**src/rtl/vram_arbiter.sv**
```systemverilog
// Time-slot arbiter sharing the gfx and text video RAMs between display scanout and a CPU port.
// Define VRAM_ARB_WBUF_EN to add a single-entry posted write buffer for CPU writes.
module vram_arbiter #(
  parameter int GFX_AW     = 16,
  parameter int TXT_AW     = 10,
  parameter int DW         = 8,
  parameter int STARVE_MAX = 2
) (
  input  logic              clk,
  input  logic              rst,
  input  logic              disp_en,
  input  logic [GFX_AW-1:0] disp_gfx_addr,
  input  logic [TXT_AW-1:0] disp_txt_addr,
  output logic [DW-1:0]     disp_gfx_data,
  output logic [DW-1:0]     disp_txt_data,
  input  logic              cpu_req,
  input  logic              cpu_we,
  input  logic              cpu_sel,
  input  logic [GFX_AW-1:0] cpu_addr,
  input  logic [DW-1:0]     cpu_wdata,
  output logic              cpu_ack,
  output logic [DW-1:0]     cpu_rdata,
  output logic [GFX_AW-1:0] gfx_addr,
  output logic              gfx_we,
  output logic [DW-1:0]     gfx_wdata,
  input  logic [DW-1:0]     gfx_rdata,
  output logic [TXT_AW-1:0] txt_addr,
  output logic              txt_we,
  output logic [DW-1:0]     txt_wdata,
  input  logic [DW-1:0]     txt_rdata
);
  localparam int SW = $clog2(STARVE_MAX + 1);
  localparam logic [SW-1:0] STARVE_LIM = SW'(STARVE_MAX);

  typedef enum logic [1:0] {S_IDLE, S_ISSUE, S_RDWAIT, S_ACK} state_t;
  state_t state_reg, state_next;

  // Index 0 is the gfx RAM, index 1 the text RAM (matches cpu_sel).
  logic [1:0]        need, cpu_want, disp_win, cpu_win;
  logic [1:0]        fetch_reg, last_valid_reg;
  logic [SW-1:0]     starve_reg [2];
  logic [GFX_AW-1:0] gfx_last_reg;
  logic [TXT_AW-1:0] txt_last_reg;
  logic [GFX_AW-1:0] acc_addr;
  logic              acc_we;
  logic [DW-1:0]     acc_wdata;

  assign need[0] = !rst && disp_en && (!last_valid_reg[0] || disp_gfx_addr != gfx_last_reg);
  assign need[1] = !rst && disp_en && (!last_valid_reg[1] || disp_txt_addr != txt_last_reg);

  genvar gi;
  generate
    for (gi = 0; gi < 2; gi++) begin : g_slot
      assign disp_win[gi] = need[gi] && (starve_reg[gi] < STARVE_LIM);
      assign cpu_win[gi]  = cpu_want[gi] && !disp_win[gi];
    end
  endgenerate

`ifdef VRAM_ARB_WBUF_EN
  logic              wbuf_valid_reg, wbuf_sel_reg;
  logic [GFX_AW-1:0] wbuf_addr_reg;
  logic [DW-1:0]     wbuf_data_reg;
  logic              wbuf_load;

  assign wbuf_load = (state_reg == S_IDLE) && cpu_req && cpu_we && !wbuf_valid_reg;

  // ISSUE is never entered while the buffer holds data, so the two never compete.
  always_comb begin
    cpu_want  = 2'b00;
    acc_addr  = cpu_addr;
    acc_we    = cpu_we;
    acc_wdata = cpu_wdata;
    if (wbuf_valid_reg) begin
      cpu_want[wbuf_sel_reg] = !rst;
      acc_addr  = wbuf_addr_reg;
      acc_we    = 1'b1;
      acc_wdata = wbuf_data_reg;
    end else if (state_reg == S_ISSUE) begin
      cpu_want[cpu_sel] = !rst;
    end
  end

  always_ff @(posedge clk) begin
    if (rst) begin
      wbuf_valid_reg <= 1'b0;
      wbuf_sel_reg   <= 1'b0;
      wbuf_addr_reg  <= '0;
      wbuf_data_reg  <= '0;
    end else if (wbuf_load) begin
      wbuf_valid_reg <= 1'b1;
      wbuf_sel_reg   <= cpu_sel;
      wbuf_addr_reg  <= cpu_addr;
      wbuf_data_reg  <= cpu_wdata;
    end else if (wbuf_valid_reg && cpu_win[wbuf_sel_reg]) begin
      wbuf_valid_reg <= 1'b0;
    end
  end
`else
  always_comb begin
    cpu_want  = 2'b00;
    acc_addr  = cpu_addr;
    acc_we    = cpu_we;
    acc_wdata = cpu_wdata;
    if (state_reg == S_ISSUE) cpu_want[cpu_sel] = !rst;
  end
`endif

  always_comb begin
    state_next = state_reg;
    case (state_reg)
      S_IDLE: begin
        if (cpu_req) begin
`ifdef VRAM_ARB_WBUF_EN
          if (!wbuf_valid_reg) state_next = cpu_we ? S_ACK : S_ISSUE;
`else
          state_next = S_ISSUE;
`endif
        end
      end
      S_ISSUE:  if (cpu_win[cpu_sel]) state_next = cpu_we ? S_ACK : S_RDWAIT;
      S_RDWAIT: state_next = S_ACK;
      S_ACK:    state_next = S_IDLE;
      default:  state_next = S_IDLE;
    endcase
  end

  always_comb begin
    gfx_addr  = '0;
    gfx_we    = 1'b0;
    gfx_wdata = '0;
    txt_addr  = '0;
    txt_we    = 1'b0;
    txt_wdata = '0;
    if (disp_win[0]) begin
      gfx_addr = disp_gfx_addr;
    end else if (cpu_win[0]) begin
      gfx_addr  = acc_addr;
      gfx_we    = acc_we;
      gfx_wdata = acc_wdata;
    end
    if (disp_win[1]) begin
      txt_addr = disp_txt_addr;
    end else if (cpu_win[1]) begin
      txt_addr  = acc_addr[TXT_AW-1:0];
      txt_we    = acc_we;
      txt_wdata = acc_wdata;
    end
  end

  assign cpu_ack = !rst && (state_reg == S_ACK);

  always_ff @(posedge clk) begin
    if (rst) begin
      state_reg      <= S_IDLE;
      cpu_rdata      <= '0;
      disp_gfx_data  <= '0;
      disp_txt_data  <= '0;
      fetch_reg      <= 2'b00;
      last_valid_reg <= 2'b00;
      gfx_last_reg   <= '0;
      txt_last_reg   <= '0;
      for (int i = 0; i < 2; i++) starve_reg[i] <= '0;
    end else begin
      state_reg <= state_next;
      fetch_reg <= disp_win;
      if (state_reg == S_RDWAIT) cpu_rdata <= cpu_sel ? txt_rdata : gfx_rdata;
      if (fetch_reg[0]) disp_gfx_data <= gfx_rdata;
      if (fetch_reg[1]) disp_txt_data <= txt_rdata;
      // A dropped display fetch leaves the last-address register stale, so it retries.
      if (!disp_en) begin
        last_valid_reg <= 2'b00;
      end else begin
        if (disp_win[0]) begin
          gfx_last_reg      <= disp_gfx_addr;
          last_valid_reg[0] <= 1'b1;
        end
        if (disp_win[1]) begin
          txt_last_reg      <= disp_txt_addr;
          last_valid_reg[1] <= 1'b1;
        end
      end
      for (int i = 0; i < 2; i++) begin
        if (cpu_win[i])       starve_reg[i] <= '0;
        else if (cpu_want[i]) starve_reg[i] <= starve_reg[i] + SW'(1);
      end
    end
  end
endmodule

```
**config.mk**
```make
export PLATFORM = sky130hd
export DESIGN_NAME = vram_arbiter
export DESIGN_NICKNAME = d
export VERILOG_FILES = /design/src/rtl/vram_arbiter.sv
export SDC_FILE = /design/constraint.sdc
export NUM_CORES = 1
export LEC_CHECK = 0
export ABC_AREA = 0
export CAP_MARGIN = 20
export CORE_MARGIN = 1
export CORE_UTILIZATION = 45
export DETAILED_ROUTE_END_ITERATION = 10
export GPL_ROUTABILITY_DRIVEN = 1
export PLACE_DENSITY = 0.95
export SLEW_MARGIN = 20
export SYNTH_ARGS = -nofsm -noshare
export SYNTH_HDL_FRONTEND = slang
export SYNTH_SLANG_ARGS = --single-unit
```
**constraint.sdc**
```tcl
create_clock -name clk -period 4.2 [get_ports clk]
set_input_delay 0.42 -clock clk [delete_from_list [all_inputs] [get_ports clk]]
set_output_delay 0.42 -clock clk [all_outputs]
set_load 0.03 [all_outputs]
```
# Word level (Yosys, flattened, before mapping)
# Memory sizes are Yosys's and may differ from the RTL's.
# Index checks and enable logic that the tools add are counted.
[totals]
regBits = 56
latchBits = 0
ramBits = 4
romBits = 0
inputBits = 72
word_cells = 92
memories = 1
[op_classes]
add_sub_neg = 2
multipliers = 0
div = 0
magnitude_cmp = 4
n_eq_ne = 7
n_shift = 0
n_mux = 42
bitwise = 6
n_reduce_logical = 21
[mem_list]
columns = ["memory", "depth", "width", "rd", "rd_ports_with_merged_regs", "wr", "line_no", "rtl"]
rows = [
  ["starve_reg", 2, 2, 2, 0, 2, "41", "logic [SW-1:0] starve_reg [2];"],
]
[ops]
columns = ["op", "n"]
rows = [
  ["$mux W8", 5],
  ["$mux W16", 2],
  ["$mux W1", 24],
  ["$mux W10", 2],
  ["$ne A16 B16 Y1", 1],
  ["$mux W2", 7],
  ["$ne A10 B10 Y1", 1],
  ["$logic_and A1 B1 Y1", 9],
  ["$pmux W2 S4", 1],
  ["$reduce_and A2 Y1", 3],
  ["$logic_not A1 Y1", 5],
  ["$add A2 B1 Y2 const B", 2],
  ["$eq A2 B2 Y1 const B", 2],
  ["$lt A2 B2 Y1 const B", 2],
  ["$or A1 B1 Y1", 4],
  ["$and A2 B2 Y2", 1],
  ["$eq A2 B1 Y1 const B", 1],
  ["$logic_not A2 Y1", 1],
  ["$logic_or A1 B1 Y1", 2],
  ["$lt A1 B2 Y1 const B", 1],
  ["$ne A2 B1 Y1 const B", 1],
  ["$ne A2 B2 Y1 const B", 1],
  ["$reduce_or A2 Y1", 1],
  ["$demux W1 S1", 1],
  ["2 further kinds", 2],
]

# Logic depth before layout (Yosys ltp)
# Gate-level depths: netlist of the first run.
[logic_depth]
depth_word = 12
depth_mapped = 8

# Least setup slack after synthesis of the first run
# Ideal clock, no wire load.
[synth_timing]
path_kind = "input to output"
startpoint = "in disp_txt_addr[4]"
endpoint = "out txt_addr[6]"
arrival_ns = 2.010
t_required_ns = 3.780
setup_slack_ns = 1.770
stages = 6
n_path_buf = 1
cell_sequence = "xnor2_1 nand2_1 nor4_2 nor3_2 clkbuf_1 o21ai_0"
[synth_via]
elab_chain_cells = 8
[synth_rtl]
columns = ["item", "line_no", "rtl"]
rows = [
  ["start: declaration", "13", "input logic [TXT_AW-1:0] disp_txt_addr,"],
  ["$ne A10 B10 Y1 *", "49", "assign need[1] = !rst && disp_en && (!last_valid_reg[1] || disp_txt_addr != txt_last_reg);"],
  ["$logic_or A1 B1 Y1 *", "49", ""],
  ["$logic_and A1 B1 Y1 *", "49", ""],
  ["$logic_and A1 B1 Y1 *", "54", "assign disp_win[gi] = need[gi] && (starve_reg[gi] < STARVE_LIM);"],
  ["$logic_not A1 Y1", "55", "assign cpu_win[gi] = cpu_want[gi] && !disp_win[gi];"],
  ["$logic_and A1 B1 Y1", "55", ""],
  ["$mux W10", "143", "end else if (cpu_win[1]) begin"],
  ["$mux W10 *", "141", "if (disp_win[1]) begin"],
  ["end: declaration", "27", "output logic [TXT_AW-1:0] txt_addr,"],
]
# Mark *: on every way between the ends. The rest lies on a longest branch, timed or not.

# Final worst setup path of the first run
[layout_timing]
startpoint = "in disp_gfx_addr[10]"
endpoint = "out gfx_wdata[7]"
[layout_via]
elab_chain_cells = 8
[layout_rtl]
columns = ["item", "line_no", "rtl"]
rows = [
  ["start: declaration", "12", "input logic [GFX_AW-1:0] disp_gfx_addr,"],
  ["$ne A16 B16 Y1 *", "48", "assign need[0] = !rst && disp_en && (!last_valid_reg[0] || disp_gfx_addr != gfx_last_reg);"],
  ["$logic_or A1 B1 Y1 *", "48", ""],
  ["$logic_and A1 B1 Y1 *", "48", ""],
  ["$logic_and A1 B1 Y1 *", "54", ""],
  ["$logic_not A1 Y1", "55", ""],
  ["$logic_and A1 B1 Y1", "55", ""],
  ["$mux W8", "136", "end else if (cpu_win[0]) begin"],
  ["$mux W8 *", "134", "if (disp_win[0]) begin"],
  ["end: declaration", "25", "output logic [DW-1:0] gfx_wdata,"],
]
# Marked as above.

==> results of run 1 <==
routing by layer:
metal | track usage | vias up | share of wire
met5 | 0 | - | 0
met4 | 0.108 | 0 | 0.020
met3 | 0.0747 | 14 | 0.081
met2 | 0.433 | 100 | 0.51
met1 | 0.261 | 1299 | 0.39
li1 | - | 1400 | -
power groups by stage:
stage,sequential [mW],clock (mW),combinational (mW)
final,0.692,0.582,0.669
after global routing,0.699,0.611,0.721
after CTS,0.691,0.592,0.673
after detailed placement,0.703,0,0.669
after global placement,0.699,0,0.651
after floorplan,0.762,0,0.340
cell usage in the layout (no fill, tap or decap), types with 6 or more instances in the layout:
cell / count
nand2_1: 25
a211oi_1: 9
and2_1: 18
dfxtp_1: 56
a22o_1: 16
nand2b_1: 7
xnor2_1: 24
clkbuf_8: 11
inv_1: 6
mux2i_1: 50
nor2_1: 52
o21ai_0: 9
clkdlybuf4s50_1: 139
per-stage QoR:
step / power, mW / instances
floorplan: 1.10 / 331
global placement: 1.35 / 531
detailed placement: 1.37 / 531
CTS: 1.96 / 546
global route: 2.03 / 546
finish: 1.94 / 546
cells by family after synthesis:
family                     count (synthesis)  synth area share
AOI/OAI and AO/OA                         43             0.115
muxes                                     50             0.163
and+or+nand+nor                          120             0.185
DFF                                       60             0.403
adders and majority gates                  4            0.0163
buffers and inverters                     28            0.0435
xor gates and xnor gates                  26            0.0740
cell type report:
cell class	count	area, sq um
inverters	6	22.5
well taps	77	96.3
clock buffers	11	151
multi-input cells	243	1700
repair buffers	145	1430
flip-flops and latches	60	1240
fillers	485	1740
clock inverters	4	71.3
worst register-to-register path, stage by stage, from the launching register on:
cell	delay, ps
dfxtp_1	350
inv_1	90
ha_1	210
nand2b_1	100
nor2_2	290
o21a_1	170
a31o_1	640
o32ai_2	200
a221oi_2	300
worst max path at each step:
stage          slack [ps]               from           end  cells after the start
6_report              570  disp_gfx_addr[10]  gfx_wdata[7]                      7
5_1_grt               380  disp_gfx_addr[15]  gfx_wdata[7]                      7
4_1_cts               560   disp_gfx_addr[1]  gfx_wdata[7]                      7
3_5_place_dp          580   disp_gfx_addr[1]  gfx_wdata[7]                      7
3_3_place_gp          670  disp_gfx_addr[13]  gfx_wdata[0]                      7
2_1_floorplan        1770   disp_txt_addr[4]   txt_addr[6]                      6
==> report_table.html, run 1 <==
<table>
<tr><th>Metric</th><th>Value</th></tr>
<tr><th colspan="2">Hold path</th></tr>
<tr><td>Number of instances on the worst hold path</td><td>2</td></tr>
<tr><td>Hold WC Path Type</td><td>primary input to register</td></tr>
<tr><td>Startpoint of the lowest-slack hold path</td><td>rst</td></tr>
<tr><td>Worst min-delay path endpoint</td><td>gfx_last_reg[3]$_SDFFE_PP0P_</td></tr>
<tr><th colspan="2">Power</th></tr>
<tr><td>Switching pwr</td><td>628 uW</td></tr>
<tr><td>Share of total power in combinational logic</td><td>0.344</td></tr>
<tr><td>Reg power frac</td><td>0.356</td></tr>
<tr><td>Switching share of power</td><td>0.323</td></tr>
<tr><td>Pint</td><td>1.31 mW</td></tr>
<tr><td>Total power density per cell area</td><td>412 nW/um^2</td></tr>
<tr><td>Leak pwr</td><td>1.76 nW</td></tr>
<tr><td>Power share of the clock group</td><td>0.300</td></tr>
<tr><td>IR drop worst, VDD</td><td>249 uV</td></tr>
<tr><th colspan="2">Synthesis</th></tr>
<tr><td>Largest cells by area after synthesis</td><td>dfxtp_1 (36%), mux2i_1 (16%), xnor2_1 (6.8%)</td></tr>
<tr><td>Syn avg cell area</td><td>9.30 sq um</td></tr>
<tr><td>Number of nets in the synthesized netlist</td><td>407</td></tr>
<tr><td>Share of the synthesized area in the top cell type</td><td>0.364</td></tr>
<tr><td>Gate Count Post-Synth</td><td>331</td></tr>
<tr><td>Count of state elements after synthesis</td><td>60</td></tr>
<tr><td>Dominant synthesized flop cell</td><td>dfxtp_1</td></tr>
<tr><td>Synth async-reset ratio</td><td>0</td></tr>
<tr><td>Synthesis Warnings</td><td>0</td></tr>
<tr><td>Number of enable flip-flop cells after synthesis</td><td>4</td></tr>
<tr><td>Top cells by instance count after synthesis</td><td>dfxtp_1 (56), nor2_1 (52), mux2i_1 (50), nand2_1 (25), xnor2_1 (24)</td></tr>
<tr><td>Post-synthesis instance area</td><td>3080 sq um</td></tr>
<tr><td>Netlist cell types</td><td>35</td></tr>
<tr><td>Top cell type by total area after synthesis</td><td>dfxtp_1</td></tr>
<tr><td>Top-count cell post-synth</td><td>dfxtp_1</td></tr>
<tr><td>Sequential-to-total area share from yosys stat</td><td>0.403</td></tr>
<tr><th colspan="2">STA</th></tr>
<tr><td>Worst slew margin relative to its limit</td><td>0.459</td></tr>
<tr><td>Post-route clock period utilization</td><td>0.864</td></tr>
<tr><td>Total setup violations reported at the end of the flow</td><td>0</td></tr>
<tr><td>Post-route setup TNS</td><td>0 ps</td></tr>
<tr><td>Fmax</td><td>276 MHz</td></tr>
<tr><td>Final critical delay including setup and external delays</td><td>3630 ps</td></tr>
<tr><td>Number of hold violations in the final report</td><td>0</td></tr>
<tr><td>Final hold slack</td><td>474 ps</td></tr>
<tr><td>PnR worst setup slack</td><td>573 ps</td></tr>
<tr><td>RSZ-0062 raised after global routing</td><td>no</td></tr>
<tr><td>Layout Skew</td><td>5.74 ps</td></tr>
<tr><td>Final slew viol count</td><td>0</td></tr>
<tr><td>Worst Tran Pin Value</td><td>812 ps</td></tr>
<tr><th colspan="2">Clock network</th></tr>
<tr><td>Clock-pin slew on the worst setup and hold paths</td><td>60 ps</td></tr>
<tr><td>Cell at the root of the clock tree</td><td>clkbuf_8</td></tr>
<tr><td>Post-CTS Resized</td><td>0</td></tr>
<tr><td>Number of buffers inserted by post-CTS setup repair</td><td>0</td></tr>
<tr><td>Clock sinks</td><td>60</td></tr>
<tr><td>Hold bufs inserted after CTS</td><td>0</td></tr>
<tr><td>Clock latency on the worst-skew pair</td><td>340 ps</td></tr>
<tr><td>TritonCTS Buffers</td><td>9</td></tr>
<tr><td>Buffers from clock root to sink, at most</td><td>2</td></tr>
<tr><td>H-tree depth</td><td>3</td></tr>
<tr><td>TritonCTS clock tree</td><td>yes</td></tr>
<tr><th colspan="2">Setup path</th></tr>
<tr><td>Crit end category</td><td>primary output</td></tr>
<tr><td>Number of cell instances on the worst register-to-register path</td><td>8</td></tr>
<tr><td>Cell at the slowest stage of the critical path</td><td>a31o_1</td></tr>
<tr><td>Number of buffer and inverter stages on the critical path</td><td>2</td></tr>
<tr><td>Most Frequent Cell on Critical Path</td><td>clkdlybuf4s50_1</td></tr>
<tr><td>CP arrival</td><td>3210 ps</td></tr>
<tr><td>Cell Chain, Critical Path</td><td>clkdlybuf4s50_1 -&gt; xnor2_1 -&gt; nand4_1 -&gt; nor3_1 -&gt; a31o_1 -&gt; and2_1 -&gt; clkdlybuf4s50_1</td></tr>
<tr><td>Critical path start-end classification</td><td>primary input to primary output</td></tr>
<tr><td>Largest delay contributor family on the critical path</td><td>buffers and inverters</td></tr>
<tr><td>Worst flop-to-flop path startpoint</td><td>state_reg[1]$_SDFFE_PP0P_</td></tr>
<tr><td>Terminus of the critical flop-to-flop path</td><td>state_reg[0]$_SDFFE_PP0P_</td></tr>
<tr><td>Register-to-register path setup slack</td><td>1760 ps</td></tr>
<tr><td>Category of the worst setup path launch point</td><td>primary input</td></tr>
<tr><td>Delay of the slowest critical-path stage</td><td>750 ps</td></tr>
<tr><td>Peak fanout along the critical path</td><td>23</td></tr>
<tr><td>Crit path required time</td><td>3780 ps</td></tr>
<tr><th colspan="2">Outcome</th></tr>
<tr><td>Result of the run</td><td>finished with violations</td></tr>
<tr><td>Violations in the final reports</td><td>design-rule violations</td></tr>
<tr><th colspan="2">Placement</th></tr>
<tr><td>Post-detailed-placement cell area</td><td>4500 sq um</td></tr>
<tr><td>Worst setup timing slack at the placement stage</td><td>577 ps</td></tr>
<tr><td>Routability Congestion</td><td>0.756</td></tr>
<tr><td>Detailed Place HPWL</td><td>6.36 mm</td></tr>
<tr><td>Quantity of I/O buffers inserted on ports</td><td>140</td></tr>
<tr><th colspan="2">Floorplan</th></tr>
<tr><td>Count of boundary I/O pins</td><td>141</td></tr>
<tr><td>Core region area</td><td>6460 sq um</td></tr>
<tr><td>Area enclosed by the die boundary</td><td>7170 sq um</td></tr>
<tr><td>DIE HEIGHT</td><td>84.7 um</td></tr>
<tr><td>Placement row count</td><td>29</td></tr>
<tr><td>Width of the die</td><td>84.7 um</td></tr>
<tr><td>Effective utilization at floorplan</td><td>0.477</td></tr>
<tr><th colspan="2">Detailed routing</th></tr>
<tr><td>Number of violations reported at the end of detailed-routing iteration 0</td><td>140</td></tr>
<tr><td>Average routed wire per standard cell</td><td>15.2 um</td></tr>
<tr><td>Via density per instance</td><td>5.15</td></tr>
<tr><td>Detailed-router iteration count before antenna repair</td><td>7</td></tr>
<tr><td>Antenna violation net count after detailed routing</td><td>0</td></tr>
<tr><td>Via Count</td><td>2,813</td></tr>
<tr><td>Overall routed net length</td><td>8.32 mm</td></tr>
<tr><td>Residual DRC count</td><td>9</td></tr>
<tr><th colspan="2">Cells and area</th></tr>
<tr><td>Layout-stage area growth over the synthesis result</td><td>53.3%</td></tr>
<tr><td>Finished layout cell area</td><td>4720 sq um</td></tr>
<tr><td>Final core occ</td><td>0.731</td></tr>
<tr><td>Antenna diode instance count</td><td>0</td></tr>
<tr><td>Final nets</td><td>541</td></tr>
<tr><td>Flip-flop count of the largest register, all copies and words added</td><td>16</td></tr>
<tr><td>Fraction of layout cells with a size suffix above 1</td><td>0.0618</td></tr>
<tr><th colspan="2">Global routing</th></tr>
<tr><td>Pin count of the biggest net entering global routing</td><td>39</td></tr>
<tr><td>Global route overflow</td><td>0</td></tr>
<tr><td>Number of global-route vias before repair</td><td>2,795</td></tr>
<tr><td>Number of antenna violations at the first check in global routing</td><td>0</td></tr>
<tr><td>Global-route wire length before repair</td><td>13.4 mm</td></tr>
<tr><td>Total GRT Usage</td><td>0.241</td></tr>
<tr><th colspan="2">Flow run</th></tr>
<tr><td>Count of max-cap constraint violations</td><td>0</td></tr>
</table>
(Power assumes the default switching activity.)
==> inputs of run 2 (changes only) <==
CORE_MARGIN = default   (was 1)
GPL_TIMING_DRIVEN = 0   (was default)
==> report_table.html, run 2 (synthesis results as in run 1) <==
<table>
<tr><th>Metric</th><th>Value</th></tr>
<tr><th colspan="2">Setup path</th></tr>
<tr><td>Stages on worst setup path</td><td>8 (+1)</td></tr>
<tr><td>Cell at the slowest stage of the critical path</td><td>clkdlybuf4s50_1</td></tr>
<tr><td>Delay of the slowest critical-path stage</td><td>680 ps (-70 ps)</td></tr>
<tr><td>Category of the worst setup path launch point</td><td>primary input</td></tr>
<tr><td>Peak fanout along the critical path</td><td>10 (-57%)</td></tr>
<tr><td>Number of cell instances on the worst register-to-register path</td><td>7 (-1)</td></tr>
<tr><td>Critical path start-end classification</td><td>primary input to primary output</td></tr>
<tr><td>Crit path required time</td><td>3780 ps (about the same)</td></tr>
<tr><td>CP arrival</td><td>3080 ps (-130 ps)</td></tr>
<tr><td>Register-to-register path setup slack</td><td>2220 ps (+460 ps)</td></tr>
<tr><td>Worst flop-to-flop path startpoint</td><td>state_reg[1]$_SDFFE_PP0P_</td></tr>
<tr><td>Terminus of the critical flop-to-flop path</td><td>state_reg[0]$_SDFFE_PP0P_</td></tr>
<tr><td>Most Frequent Cell on Critical Path</td><td>clkdlybuf4s50_1</td></tr>
<tr><td>Largest delay contributor family on the critical path</td><td>buffers and inverters</td></tr>
<tr><td>Number of buffer and inverter stages on the critical path</td><td>3 (+1)</td></tr>
<tr><td>Crit end category</td><td>primary output</td></tr>
<tr><td>Cell Chain, Critical Path</td><td>clkdlybuf4s50_1 -&gt; xnor2_1 -&gt; nand4_1 -&gt; nor3_1 -&gt; a31o_1 -&gt; buf_2 -&gt; a22o_1 -&gt; clkdlybuf4s50_1</td></tr>
<tr><th colspan="2">Power</th></tr>
<tr><td>Pint</td><td>1.23 mW (-6.5%)</td></tr>
<tr><td>Reg power frac</td><td>0.369 (+0.013)</td></tr>
<tr><td>IR drop worst, VDD</td><td>341 uV (+37%)</td></tr>
<tr><td>Share of total power in combinational logic</td><td>0.367 (+0.023)</td></tr>
<tr><td>Switching share of power</td><td>0.342 (+0.0190)</td></tr>
<tr><td>Leak pwr</td><td>1.77 nW (+0.50%)</td></tr>
<tr><td>Total power density per cell area</td><td>393 nW/um^2 (-4.4%)</td></tr>
<tr><td>Power share of the clock group</td><td>0.264 (-0.036)</td></tr>
<tr><td>Switching pwr</td><td>640 uW (+1.8%)</td></tr>
<tr><th colspan="2">Detailed routing</th></tr>
<tr><td>Detailed-router iteration count before antenna repair</td><td>9 (+2)</td></tr>
<tr><td>Via density per instance</td><td>5.21 (+1.0%)</td></tr>
<tr><td>Antenna violation net count after detailed routing</td><td>0 (unchanged)</td></tr>
<tr><td>Average routed wire per standard cell</td><td>15.8 um (+3.6%)</td></tr>
<tr><td>Overall routed net length</td><td>8.88 mm (+6.8%)</td></tr>
<tr><td>Residual DRC count</td><td>3 (-6)</td></tr>
<tr><td>Via Count</td><td>2,931 (+4.2%)</td></tr>
<tr><td>Number of violations reported at the end of detailed-routing iteration 0</td><td>119 (-15%)</td></tr>
<tr><th colspan="2">Cells and area</th></tr>
<tr><td>Count of placed standard cells in the final layout, fillers left out</td><td>563 (+3.1%)</td></tr>
<tr><td>Flip-flop count of the largest register, all copies and words added</td><td>16 (unchanged)</td></tr>
<tr><td>Fraction of layout cells with a size suffix above 1</td><td>0.0617 (-0.000105)</td></tr>
<tr><td>Number of fill cells in the layout</td><td>466 (-3.9%)</td></tr>
<tr><td>Final core occ</td><td>0.735 (+0.00465)</td></tr>
<tr><td>Layout-stage area growth over the synthesis result</td><td>54.3%</td></tr>
<tr><td>Highest-count cells in the layout ignoring fill and taps</td><td>clkdlybuf4s50_1 (139), dfxtp_1 (56), nor2_1 (52), mux2i_1 (50), nand2_1 (25)</td></tr>
<tr><td>Final nets</td><td>557 (+3.0%)</td></tr>
<tr><td>Leading cell type in the layout, fill and taps excluded</td><td>clkdlybuf4s50_1</td></tr>
<tr><td>Antenna diode instance count</td><td>0 (unchanged)</td></tr>
<tr><td>Finished layout cell area</td><td>4750 sq um (+0.64%)</td></tr>
<tr><th colspan="2">Hold path</th></tr>
<tr><td>Number of instances on the worst hold path</td><td>2 (unchanged)</td></tr>
<tr><td>Startpoint of the lowest-slack hold path</td><td>last_valid_reg[0]$_SDFFE_PP0P_</td></tr>
<tr><td>Hold WC Path Type</td><td>register to register</td></tr>
<tr><td>Worst min-delay path endpoint</td><td>last_valid_reg[0]$_SDFFE_PP0P_</td></tr>
<tr><th colspan="2">Global routing</th></tr>
<tr><td>Number of antenna violations at the first check in global routing</td><td>0 (unchanged)</td></tr>
<tr><td>Total GRT Usage</td><td>0.251 (+0.00966)</td></tr>
<tr><td>Global route overflow</td><td>0 (unchanged)</td></tr>
<tr><td>Number of global-route vias before repair</td><td>3,059 (+9.4%)</td></tr>
<tr><td>Pin count of the biggest net entering global routing</td><td>11 (-72%)</td></tr>
<tr><td>Global-route wire length before repair</td><td>14.0 mm (+4.6%)</td></tr>
<tr><th colspan="2">Placement</th></tr>
<tr><td>Cells after DPL</td><td>547 (+3.0%)</td></tr>
<tr><td>Routability Congestion</td><td>0.798 (+5.5%)</td></tr>
<tr><td>Quantity of I/O buffers inserted on ports</td><td>139 (-0.71%)</td></tr>
<tr><td>Detailed Place HPWL</td><td>6.82 mm (+7.2%)</td></tr>
<tr><td>Post-detailed-placement cell area</td><td>4570 sq um (+1.5%)</td></tr>
<tr><th colspan="2">Outcome</th></tr>
<tr><td>Violations in the final reports</td><td>design-rule violations</td></tr>
<tr><td>Result of the run</td><td>finished with violations</td></tr>
<tr><th colspan="2">Clock network</th></tr>
<tr><td>H-tree depth</td><td>3 (unchanged)</td></tr>
<tr><td>Hold bufs inserted after CTS</td><td>0 (unchanged)</td></tr>
<tr><td>TritonCTS clock tree</td><td>yes</td></tr>
<tr><td>Clock-pin slew on the worst setup and hold paths</td><td>70 ps (about the same)</td></tr>
<tr><td>Cell at the root of the clock tree</td><td>clkbuf_8</td></tr>
<tr><td>Clock sinks</td><td>60 (unchanged)</td></tr>
<tr><td>Clock latency on the worst-skew pair</td><td>330 ps (about the same)</td></tr>
<tr><td>Post-CTS Resized</td><td>0 (unchanged)</td></tr>
<tr><td>TritonCTS Buffers</td><td>9 (unchanged)</td></tr>
<tr><td>Buffers from clock root to sink, at most</td><td>2 (unchanged)</td></tr>
<tr><td>Number of buffers inserted by post-CTS setup repair</td><td>0 (unchanged)</td></tr>
<tr><th colspan="2">STA</th></tr>
<tr><td>Post-route clock period utilization</td><td>0.833 (-0.0302)</td></tr>
<tr><td>Worst Tran Pin Value</td><td>626 ps (-186 ps)</td></tr>
<tr><td>Post-route setup TNS</td><td>0 ps (unchanged)</td></tr>
<tr><td>Number of hold violations in the final report</td><td>0 (unchanged)</td></tr>
<tr><td>Fmax</td><td>286 MHz (+3.6%)</td></tr>
<tr><td>Total setup violations reported at the end of the flow</td><td>0 (unchanged)</td></tr>
<tr><td>Final critical delay including setup and external delays</td><td>3500 ps (-127 ps)</td></tr>
<tr><td>Final slew viol count</td><td>0 (unchanged)</td></tr>
<tr><td>Worst slew margin relative to its limit</td><td>0.582 (+0.124)</td></tr>
<tr><td>Layout Skew</td><td>7.37 ps (+1.63 ps)</td></tr>
<tr><td>RSZ-0062 raised after global routing</td><td>no</td></tr>
<tr><th colspan="2">Floorplan</th></tr>
<tr><td>Area enclosed by the die boundary</td><td>7170 sq um (unchanged)</td></tr>
<tr><td>DIE HEIGHT</td><td>84.7 um (unchanged)</td></tr>
<tr><td>Core region area</td><td>6460 sq um (unchanged)</td></tr>
<tr><td>Count of boundary I/O pins</td><td>141 (unchanged)</td></tr>
<tr><td>Effective utilization at floorplan</td><td>0.477 (unchanged)</td></tr>
<tr><td>Width of the die</td><td>84.7 um (unchanged)</td></tr>
<tr><td>Placement row count</td><td>29 (unchanged)</td></tr>
<tr><th colspan="2">Flow run</th></tr>
<tr><td>Count of max-cap constraint violations</td><td>0 (unchanged)</td></tr>
</table>
## run 2: changes by cell type in the layout (fill, tap and decap cells not counted), sizes merged
cell,delta
buf,+6
inv,-1
clkinvlp,+1
clkinv,+2
clkbuf,+10
bufinv,-1
## run 2: per-layer routing
layer,GRT usage,up-vias,wire (um)
li1,-,1437,-
met1,0.263,1358,3540
met2,0.454,112,4370
met3,0.0718,24,677
met4,0.134,0,295
met5,0,-,0
## run 2: worst min-delay path, cell delays in order, from the launching register on
cell and delay, ps:
dfxtp_1 300, inv_1 60, a21oi_1 60
## run 2: layout make-up
class / count / area (sq um) / share of cell area
buffer: 22 / 111 / 0.0234
sequential: 60 / 1240 / 0.261
multi-input combinational: 243 / 1700 / 0.359
timing repair buffer: 139 / 1390 / 0.293
clock buffer: 11 / 131 / 0.0277
clock inverter: 5 / 52.6 / 0.0111
tap: 77 / 96.3 / 0.0203
inverter: 6 / 22.5 / 0.00474
## run 2: power groups by stage
stage	Sequential, mW	Clock [mW]	Combinational, mW
global route	0.697	0.526	0.736
global placement	0.694	0	0.669
CTS	0.689	0.496	0.691
finish	0.690	0.493	0.686
detailed placement	0.700	0	0.686
floorplan	0.762	0	0.340
## run 2: worst max path at each step
stage,start,end,slack [ps]
3_3_place_gp,disp_gfx_addr[13],gfx_addr[1],810
4_1_cts,disp_gfx_addr[10],gfx_addr[0],700
5_1_grt,state_reg[1]$_SDFFE_PP0P_,txt_addr[7],570
2_1_floorplan,disp_txt_addr[4],txt_addr[6],1770
6_report,disp_gfx_addr[10],gfx_addr[0],700
3_5_place_dp,disp_gfx_addr[10],gfx_addr[15],700
## run 2: stage by stage
step           setup slack [ps]  hold WS [ps]  power, mW
2_1_floorplan              1770           430       1.10
3_3_place_gp                813           442       1.36
3_5_place_dp                696           452       1.39
4_1_cts                     703           466       1.88
5_1_grt                     573           509       1.96
6_report                    700           467       1.87
==> inputs of run 3 (changes only) <==
CORE_UTILIZATION = 42   (was 45)
PLACE_DENSITY = 0.92   (was 0.95)
clock period = 3.51 ns   (was 4.2 ns; I/O delays follow)
==> report_table.html, run 3 (synthesis results as in run 1) <==
<table>
<tr><th>Metric</th><th>Value</th></tr>
<tr><th colspan="2">Setup path</th></tr>
<tr><td>Critical path start-end classification</td><td>primary input to primary output</td></tr>
<tr><td>Delay of the slowest critical-path stage</td><td>690 ps (about the same)</td></tr>
<tr><td>Terminus of the critical flop-to-flop path</td><td>state_reg[0]$_SDFFE_PP0P_</td></tr>
<tr><td>Cell Chain, Critical Path</td><td>clkdlybuf4s50_1 -&gt; xnor2_1 -&gt; nand4_1 -&gt; nor3_2 -&gt; a31o_1 -&gt; buf_2 -&gt; a22o_1 -&gt; clkdlybuf4s50_1</td></tr>
<tr><td>Cell at the slowest stage of the critical path</td><td>clkdlybuf4s50_1</td></tr>
<tr><td>Crit path required time</td><td>3160 ps (-620 ps)</td></tr>
<tr><td>Register-to-register path setup slack</td><td>1520 ps (-700 ps)</td></tr>
<tr><td>Number of cell instances on the worst register-to-register path</td><td>8 (+1)</td></tr>
<tr><td>CP arrival</td><td>3020 ps (-60 ps)</td></tr>
<tr><td>Peak fanout along the critical path</td><td>10 (unchanged)</td></tr>
<tr><td>Most Frequent Cell on Critical Path</td><td>clkdlybuf4s50_1</td></tr>
<tr><td>Category of the worst setup path launch point</td><td>primary input</td></tr>
<tr><td>Crit end category</td><td>primary output</td></tr>
<tr><td>Worst flop-to-flop path startpoint</td><td>state_reg[1]$_SDFFE_PP0P_</td></tr>
<tr><th colspan="2">Outcome</th></tr>
<tr><td>Result of the run</td><td>finished, final reports clean</td></tr>
<tr><th colspan="2">STA</th></tr>
<tr><td>Final hold slack</td><td>429 ps (-37.9 ps)</td></tr>
<tr><td>Final slew viol count</td><td>0 (unchanged)</td></tr>
<tr><td>Post-route clock period utilization</td><td>0.959</td></tr>
<tr><td>Layout Skew</td><td>13.2 ps (+5.80 ps)</td></tr>
<tr><td>Worst Tran Pin Value</td><td>656 ps (+29.3 ps)</td></tr>
<tr><td>Fmax</td><td>297 MHz</td></tr>
<tr><td>Post-route setup TNS</td><td>0 ps (unchanged)</td></tr>
<tr><td>Final critical delay including setup and external delays</td><td>3370 ps</td></tr>
<tr><td>Worst slew margin relative to its limit</td><td>0.563 (-0.0195)</td></tr>
<tr><td>RSZ-0062 raised after global routing</td><td>no</td></tr>
<tr><td>Total setup violations reported at the end of the flow</td><td>0 (unchanged)</td></tr>
<tr><td>Number of hold violations in the final report</td><td>0 (unchanged)</td></tr>
<tr><th colspan="2">Cells and area</th></tr>
<tr><td>Highest-count cells in the layout ignoring fill and taps</td><td>clkdlybuf4s50_1 (139), dfxtp_1 (56), nor2_1 (51), mux2i_1 (50), nand2_1 (25)</td></tr>
<tr><td>Final nets</td><td>556 (-0.18%)</td></tr>
<tr><td>Number of fill cells in the layout</td><td>528 (+13%)</td></tr>
<tr><td>Fraction of layout cells with a size suffix above 1</td><td>0.0701 (+0.00837)</td></tr>
<tr><td>Leading cell type in the layout, fill and taps excluded</td><td>clkdlybuf4s50_1</td></tr>
<tr><td>Layout-stage area growth over the synthesis result</td><td>55.7%</td></tr>
<tr><td>Antenna diode instance count</td><td>0 (unchanged)</td></tr>
<tr><td>Flip-flop count of the largest register, all copies and words added</td><td>16 (unchanged)</td></tr>
<tr><th colspan="2">Clock network</th></tr>
<tr><td>Cell at the root of the clock tree</td><td>clkbuf_8</td></tr>
<tr><td>Clock-pin slew on the worst setup and hold paths</td><td>70 ps (about the same)</td></tr>
<tr><td>H-tree depth</td><td>3 (unchanged)</td></tr>
<tr><td>Clock sinks</td><td>60 (unchanged)</td></tr>
<tr><td>Clock latency on the worst-skew pair</td><td>350 ps (+20 ps)</td></tr>
<tr><td>TritonCTS Buffers</td><td>9 (unchanged)</td></tr>
<tr><td>Buffers from clock root to sink, at most</td><td>2 (unchanged)</td></tr>
<tr><td>Number of buffers inserted by post-CTS setup repair</td><td>0 (unchanged)</td></tr>
<tr><td>TritonCTS clock tree</td><td>yes</td></tr>
<tr><th colspan="2">Floorplan</th></tr>
<tr><td>Core region area</td><td>6940 sq um (+7.5%)</td></tr>
<tr><td>Area enclosed by the die boundary</td><td>7670 sq um (+7.0%)</td></tr>
<tr><td>Width of the die</td><td>87.6 um (+3.4%)</td></tr>
<tr><td>Count of boundary I/O pins</td><td>141 (unchanged)</td></tr>
<tr><td>Effective utilization at floorplan</td><td>0.443 (-0.0333)</td></tr>
<tr><td>Placement row count</td><td>30 (+3.4%)</td></tr>
<tr><td>DIE HEIGHT</td><td>87.6 um (+3.4%)</td></tr>
<tr><th colspan="2">Global routing</th></tr>
<tr><td>Number of antenna violations at the first check in global routing</td><td>0 (unchanged)</td></tr>
<tr><td>Global-route wire length before repair</td><td>14.2 mm (+1.2%)</td></tr>
<tr><td>Number of global-route vias before repair</td><td>2,904 (-5.1%)</td></tr>
<tr><td>Global route overflow</td><td>0 (unchanged)</td></tr>
<tr><td>Pin count of the biggest net entering global routing</td><td>13 (+2)</td></tr>
<tr><td>Total GRT Usage</td><td>0.246 (-0.00545)</td></tr>
<tr><th colspan="2">Detailed routing</th></tr>
<tr><td>Detailed-router iteration count before antenna repair</td><td>4 (-5)</td></tr>
<tr><td>Via density per instance</td><td>5.13 (-1.4%)</td></tr>
<tr><td>Average routed wire per standard cell</td><td>15.8 um (+0.34%)</td></tr>
<tr><td>Via Count</td><td>2,982 (+1.7%)</td></tr>
<tr><td>Number of violations reported at the end of detailed-routing iteration 0</td><td>115 (-3.4%)</td></tr>
<tr><td>Overall routed net length</td><td>9.20 mm (+3.5%)</td></tr>
<tr><td>Antenna violation net count after detailed routing</td><td>0 (unchanged)</td></tr>
<tr><td>Residual DRC count</td><td>0 (-3)</td></tr>
<tr><th colspan="2">Placement</th></tr>
<tr><td>Detailed Place HPWL</td><td>7.06 mm (+3.5%)</td></tr>
<tr><td>Routability Congestion</td><td>0.746 (-6.4%)</td></tr>
<tr><td>Quantity of I/O buffers inserted on ports</td><td>139 (unchanged)</td></tr>
<tr><th colspan="2">Hold path</th></tr>
<tr><td>Worst min-delay path endpoint</td><td>cpu_rdata[0]$_SDFFE_PP0N_</td></tr>
<tr><td>Number of instances on the worst hold path</td><td>3 (+1)</td></tr>
<tr><td>Startpoint of the lowest-slack hold path</td><td>cpu_sel</td></tr>
<tr><td>Hold WC Path Type</td><td>primary input to register</td></tr>
<tr><th colspan="2">Power</th></tr>
<tr><td>Total power density per cell area</td><td>477 nW/um^2 (+21%)</td></tr>
<tr><td>IR drop worst, VDD</td><td>324 uV (-5.0%)</td></tr>
<tr><td>Leak pwr</td><td>1.77 nW (+0.12%)</td></tr>
<tr><th colspan="2">Flow run</th></tr>
<tr><td>Count of max-cap constraint violations</td><td>0 (unchanged)</td></tr>
</table>
## run 3: changes by cell type in the layout (fill, tap and decap cells not counted)
| cell | previous run | this run |
|---|---|---|
| clkinv_4 | 0 | 1 |
| clkinvlp_4 | 1 | 2 |
| nor2_2 | 1 | 2 |
| nor3_1 | 1 | 0 |
| nor2_1 | 52 | 51 |
| clkinv_2 | 3 | 1 |
| clkbuf_1 | 12 | 9 |
| inv_4 | 0 | 1 |
| nor3_2 | 2 | 3 |
| inv_6 | 0 | 1 |
## run 3: what timing repair did
action                     CTS  global route
hold buffers                 0             0
setup endpoints to repair    0            16
resized for setup            0             2
hold endpoints to repair     0             0
## run 3: worst max-delay path, delay by kind of cell
| kind | cells | cell delay, ps |
|---|---|---|
| AOI/OAI and AO/OA | 2 | 510 |
| xor gates and xnor gates | 1 | 160 |
| buffers and inverters | 3 | 1500 |
| and+or+nand+nor | 2 | 480 |
## run 3: worst max path at each step
stage | start | end | slack [ps]
after detailed placement | disp_txt_addr[6] | txt_addr[7] | 110
after floorplan | disp_txt_addr[4] | txt_addr[6] | 1220
after global placement | disp_txt_addr[6] | txt_addr[7] | 170
final | disp_gfx_addr[1] | gfx_addr[12] | 140
after global routing | state_reg[1]$_SDFFE_PP0P_ | gfx_addr[12] | 50
after CTS | state_reg[1]$_SDFFE_PP0P_ | txt_addr[7] | 30
## run 3: metrics by stage
step / setup slack (ps) / util / total power, mW / instances / area, sq um
6_report: 144 / 0.690 / 2.29 / 581 / 4790
5_1_grt: 47.9 / 0.690 / 2.39 / 581 / 4790
4_1_cts: 31.2 / 0.689 / 2.29 / 582 / 4790
3_5_place_dp: 113 / 0.661 / 1.66 / 566 / 4590
3_3_place_gp: 170 / 0.661 / 1.63 / 566 / 4590
2_1_floorplan: 1220 / - / 1.32 / 331 / 3080
## run 3: cell type report
type / instances / area (sq um) / area share
inverters: 6 / 22.5 / 0.00470
repair buffers: 139 / 1390 / 0.290
clock inverters: 7 / 73.8 / 0.0154
well taps: 96 / 120 / 0.0251
clock buffers: 9 / 124 / 0.0259
flip-flops and latches: 60 / 1240 / 0.259
multi-input cells: 243 / 1710 / 0.357
plain buffers: 21 / 108 / 0.0225
## run 3: power breakdown
| part | switching (mW) | internal [mW] |
|---|---|---|
| Sequential | 0.0524 | 0.770 |
| Clock | 0.295 | 0.330 |
| Combinational | 0.462 | 0.376 |
## run 3: layer usage
| layer | wire (um) | up-vias | track usage |
|---|---|---|---|
| li1 | - | 1439 | - |
| met1 | 3730 | 1420 | 0.274 |
| met2 | 4740 | 102 | 0.447 |
| met3 | 521 | 21 | 0.0547 |
| met4 | 213 | 0 | 0.109 |
| met5 | 0 | - | 0 |
